[config.mk]
export PLATFORM = sky130hd
export DESIGN_NAME = ram_host_arbiter
export DESIGN_NICKNAME = d
export VERILOG_FILES = /design/src/rtl/ram_host_arbiter.sv
export SDC_FILE = /design/constraint.sdc
export NUM_CORES = 1
export LEC_CHECK = 0
export CORE_AREA = 4 4 121 123
export DETAILED_ROUTE_END_ITERATION = 10
export DIE_AREA = 0 0 125 127
export GPL_TIMING_DRIVEN = 1
export HOLD_SLACK_MARGIN = 0.15
export RECOVER_POWER = 50
export REMOVE_ABC_BUFFERS = 1
export SLEW_MARGIN = 20
export SYNTH_ARGS = -nofsm -noshare
export SYNTH_HDL_FRONTEND = slang
export SYNTH_SLANG_ARGS = --single-unit
export TNS_END_PERCENT = 10
[constraint.sdc]
create_clock -name clk_i -period 2.5 [get_ports clk_i]
set_input_delay 0.375 -clock clk_i [delete_from_list [all_inputs] [get_ports clk_i]]
set_output_delay 0.375 -clock clk_i [all_outputs]
set_load 0.005 [all_outputs]
[src/rtl/ram_host_arbiter.sv]
// Two-host round-robin arbiter in front of the single-port data RAM.
// Out-of-window accesses are answered locally with an error response one cycle after grant.
module ram_host_arbiter #(
  parameter int unsigned Depth    = 128,
  parameter logic [31:0] BaseAddr = 32'h0000_0000
) (
  input  logic        clk_i,
  input  logic        rst_i,

  input  logic        h0_req_i,
  input  logic        h0_we_i,
  input  logic [3:0]  h0_be_i,
  input  logic [31:0] h0_addr_i,
  input  logic [31:0] h0_wdata_i,
  output logic        h0_gnt_o,
  output logic        h0_rvalid_o,
  output logic        h0_err_o,
  output logic [31:0] h0_rdata_o,

  input  logic        h1_req_i,
  input  logic        h1_we_i,
  input  logic [3:0]  h1_be_i,
  input  logic [31:0] h1_addr_i,
  input  logic [31:0] h1_wdata_i,
  output logic        h1_gnt_o,
  output logic        h1_rvalid_o,
  output logic        h1_err_o,
  output logic [31:0] h1_rdata_o,

  output logic        ram_req_o,
  output logic        ram_we_o,
  output logic [3:0]  ram_be_o,
  output logic [31:0] ram_addr_o,
  output logic [31:0] ram_wdata_o,
  input  logic        ram_rvalid_i,
  input  logic [31:0] ram_rdata_i
);

  localparam logic [31:0] Window = 32'(4 * Depth);

  // r_last = 1 means host 1 received the most recent grant.
  logic        r_last;
  logic        r_pend;
  logic        r_id;
  logic        r_err;

  logic [31:0] w_off0;
  logic [31:0] w_off1;
  logic        w_gnt0;
  logic        w_gnt1;
  logic        w_any_gnt;
  logic        w_sel_in_range;
  logic        w_resp_ok;

  // Unsigned wrap makes addresses below BaseAddr land far outside the window.
  assign w_off0 = h0_addr_i - BaseAddr;
  assign w_off1 = h1_addr_i - BaseAddr;

  // NOTE: every output of a combinational block gets a default first so no
  // path leaves a signal unassigned and infers a latch.
  always_comb begin
    w_gnt0         = 1'b0;
    w_gnt1         = 1'b0;
    w_sel_in_range = 1'b0;
    ram_we_o       = h0_we_i;
    ram_be_o       = h0_be_i;
    ram_addr_o     = w_off0;
    ram_wdata_o    = h0_wdata_i;

    if (!rst_i) begin
      w_gnt0 = h0_req_i && (!h1_req_i || r_last);
      w_gnt1 = h1_req_i && (!h0_req_i || !r_last);
    end

    if (w_gnt1) begin
      w_sel_in_range = (w_off1 < Window);
      ram_we_o       = h1_we_i;
      ram_be_o       = h1_be_i;
      ram_addr_o     = w_off1;
      ram_wdata_o    = h1_wdata_i;
    end else if (w_gnt0) begin
      w_sel_in_range = (w_off0 < Window);
    end
  end

  assign w_any_gnt = w_gnt0 | w_gnt1;
  assign h0_gnt_o  = w_gnt0;
  assign h1_gnt_o  = w_gnt1;
  assign ram_req_o = w_any_gnt & w_sel_in_range;

  // NOTE: sequential state uses non-blocking assignments so every register
  // samples the pre-edge values regardless of statement order.
  always_ff @(posedge clk_i) begin
    if (rst_i) begin
      r_last <= 1'b1;
      r_pend <= 1'b0;
      r_id   <= 1'b0;
      r_err  <= 1'b0;
    end else begin
      if (w_any_gnt) r_last <= w_gnt1;
      r_pend <= w_any_gnt;
      r_id   <= w_gnt1;
      r_err  <= w_any_gnt & ~w_sel_in_range;
    end
  end

  // Reset in the response cycle drops the in-flight response.
  assign w_resp_ok = r_pend & ~rst_i;

  always_comb begin
    h0_rvalid_o = 1'b0;
    h0_err_o    = 1'b0;
    h0_rdata_o  = '0;
    h1_rvalid_o = 1'b0;
    h1_err_o    = 1'b0;
    h1_rdata_o  = '0;

    if (w_resp_ok) begin
      if (!r_id) begin
        h0_rvalid_o = r_err | ram_rvalid_i;
        h0_err_o    = r_err;
        h0_rdata_o  = r_err ? 32'h0 : ram_rdata_i;
      end else begin
        h1_rvalid_o = r_err | ram_rvalid_i;
        h1_err_o    = r_err;
        h1_rdata_o  = r_err ? 32'h0 : ram_rdata_i;
      end
    end
  end

endmodule

==> flow_metrics.tcl, run 1 <==
set metrics [dict create \
    status "finished, violations left" \
    violations "negative setup slack" \
    irDropWorstVdd_mv 0.173 \
    clock-root-buffer "clkbuf_16" \
    cts_tree "built" \
    layout.nets 734 \
    clkTransAtPathRegs_ns 0.03 \
    coreArea_um2 13700 \
    final_max_slew_viol_count 0 \
    internal_power_uw 827 \
    dr.pass1.iters 4 \
    hold_buffers 0 \
    ys_seq_area_share_pct 4.23 \
    via_per_inst 3.99 \
    maxSlewHeadroom_pct 56.0 \
    vias 2948 \
    design_area_um2 5610 \
    synthToLayoutAreaGrowth_pct 196 \
    rsz0062_at_grt "yes" \
    hold_slack_ns 0.521 \
    finalSetupTns_ns -0.000543 \
    power_density_nw_per_um2 202 \
    die_area_um2 15900 \
    arrival_ns 2.13 \
    p_comb_share_pct 71.8 \
    grt_pass1_vias 3135 \
    first_iter_violations 37 \
    die_h_um 127 \
    drc 0 \
    clkPwrFrac_pct 21.8 \
    grt_pass1_wl_mm 17.0 \
    rows 43 \
    required_ns 2.12 \
    track_usage_pct 13.3 \
    place_congestion 0.921 \
    power_leakage_uw 0.00255 \
    maxCapViolations 0 \
    cp-end-kind "primary output" \
    ant_nets 0 \
    yosys_warnings 0 \
    hpwl_mm 10.9 \
    p_switching_uw 309 \
    synth_top_area_share_pct 54.7 \
    hold_depth 2 \
    clockBufferDepth 2 \
    start_util_pct 13.9 \
    setup_viol 1 \
    max_freq_ghz 0.400 \
    fin_crit_sh_pct 100 \
    finalHoldViolCount 0 \
    cts-buffers-inserted 3 \
    hold_class "reg2reg" \
    finish.utilization_pct 41.1 \
    synth-seq-cells 4 \
    seqPwrFrac_pct 6.3 \
    wirelength_mm 12.1 \
    io_buffers 314 \
    setup.worst_path.class "in2out" \
    synth_area_leaders "mux2_4 55%, nor2_1 14%, buf_12 8.5%, nand2_1 6.5%, dfxtp_1 4.2%" \
    grt_max_degree 35 \
    ys_types 23 \
    cts_num_sinks 4 \
    fin_ws_ns -0.000543 \
    switching_share_pct 27.2 \
    wire_per_inst_um 16.4 \
    total_power_uw 1140 \
    tightest_slew_ns 0.659 \
    clkLatencyLatePin_ns 0.22 \
    dpl-instance-area_um2 5330 \
    synth_top_area_cell "mux2_4" \
    start_kind "input pin" \
    io_pins 315 \
    antenna_found_initial 1 \
    fin_skew_ns 0.00170 \
    syn_area_um2 1890 \
    htreeDepth 1 \
    synth_area_per_cell_um2 8.49 \
    rr_worst_depth 6 \
    grt_overflow_total 0 \
    critPathMaxFanout 2 \
    die_w_um 125 \
    period_minus_slack_ns 2.50 \
    synth_cells 223 \
    drive_gt1_share_pct 21.4 \
]
## layer usage
layer	wire (µm)	up-vias	track usage (%)
met4	167	2	3.70
li1	-	1427	-
met2	6490	205	25.9
met1	4180	1300	13.5
met3	1260	14	4.68
met5	7	-	0
## flip-flops by register name, indices dropped and copies added (netlist names)
| register | cells |
|---|---|
| r_id | 1 |
| r_pend | 1 |
| r_err | 1 |
| r_last | 1 |
## final timing paths
path | slack (ns) | to | start
setup reg to reg | 1.12 | r_err$_SDFF_PP0_ | r_last$_SDFFE_PP1P_
hold reg to reg | 0.52 | r_last$_SDFFE_PP1P_ | r_last$_SDFFE_PP1P_
hold / removal | 0.52 | r_last$_SDFFE_PP1P_ | r_last$_SDFFE_PP1P_
setup / recovery | -0.0005 | ram_req_o | h0_addr_i[23]
## power by group through the flow
stage               logic [µW]  clock network (µW)  registers, µW
global route               865                 258           72.5
floorplan                  260                   0           72.0
global placement           848                   0           72.6
detailed placement         857                   0           73.1
CTS                        826                 253           72.2
finish                     816                 248           72.1
## final cells by class
type,count,area [µm²]
inverters,1,3.75
fillers,1387,8050
well taps,180,225
diodes,1,2.50
repair buffers,349,3510
multi-input cells,200,1710
clock buffers,3,75.1
flip-flops and latches,4,80.1
## cell usage in the layout (no fill, tap or decap)
master | Yosys | final
nor3_1 | 2 | 2
diode_2 | 0 | 1
nand4_1 | 4 | 4
clkdlybuf4s25_1 | 0 | 2
buf_12 | 8 | 4
buf_4 | 0 | 24
nand2b_1 | 1 | 1
dlymetal6s2s_1 | 0 | 24
nand3b_1 | 1 | 1
and2_4 | 1 | 1
dfxtp_1 | 4 | 4
clkdlybuf4s50_1 | 0 | 206
clkbuf_1 | 7 | 1
buf_8 | 0 | 1
clkinv_1 | 1 | 1
and2_1 | 1 | 1
mux2_4 | 69 | 69
nor4_2 | 0 | 6
o22ai_1 | 1 | 1
and2_2 | 1 | 1
clkbuf_16 | 0 | 3
nor2b_1 | 2 | 2
buf_6 | 0 | 2
clkdlybuf4s15_1 | 0 | 25
clkbuf_2 | 0 | 1
nor2b_4 | 0 | 1
or2_0 | 0 | 1
nand2_1 | 33 | 33
nor2_1 | 69 | 69
nor4_4 | 0 | 4
dlygate4sd3_1 | 0 | 17
o21ai_0 | 1 | 1
or2b_1 | 1 | 1
or3b_1 | 1 | 1
dlygate4sd2_1 | 0 | 40
buf_16 | 0 | 2
## synthesized netlist by cell type (all sizes together)
master and count:
dfxtp 4, clkinv 1, nand3b 1, or2 1
o22ai 1, nor3 2, nand4 4, nand2b 1
and2 3, nor2 69, or2b 1, buf 11
or3b 1, nor4 10, clkbuf 7, o21ai 1
mux2 69, nor2b 3, nand2 33
## worst max-delay path, stage by stage
cell	delay [ns]
clkdlybuf4s50_1	0.44
nor4_2	0.29
nand4_1	0.19
o22ai_1	0.19
buf_4	0.14
clkdlybuf4s50_1	0.49
## logic make-up after synthesis
group	Yosys count	synth area share (%)
buffers and inverters	19	10.8
DFF	4	4.23
and+or+nand+nor	129	29.6
muxes	69	54.7
AOI/OAI and AO/OA	2	0.595
## what timing repair did
action / in CTS / in global routing
gates cloned: 2 / 0
buffers inserted: 3 / 3
setup endpoints to repair: 76 / 36
resized for setup: 79 / 58
pin swaps: 4 / 13
## metrics by stage
| step | std cells | setup WS (ns) |
|---|---|---|
| final | 738 | -0.000543 |
| after detailed placement | 727 | -0.296 |
| after global routing | 737 | -0.0843 |
| after global placement | 727 | -0.352 |
| after floorplan | 205 | 0.387 |
| after CTS | 735 | -0.184 |
Note: power is estimated with default switching activity, not from simulation.
==> inputs of run 2 (changes only) <==
Settings changed: CTS_CLUSTER_SIZE from default to 20.
==> results of run 2 <==
The final DEF is identical to that of run 1; final timing and power are the same.
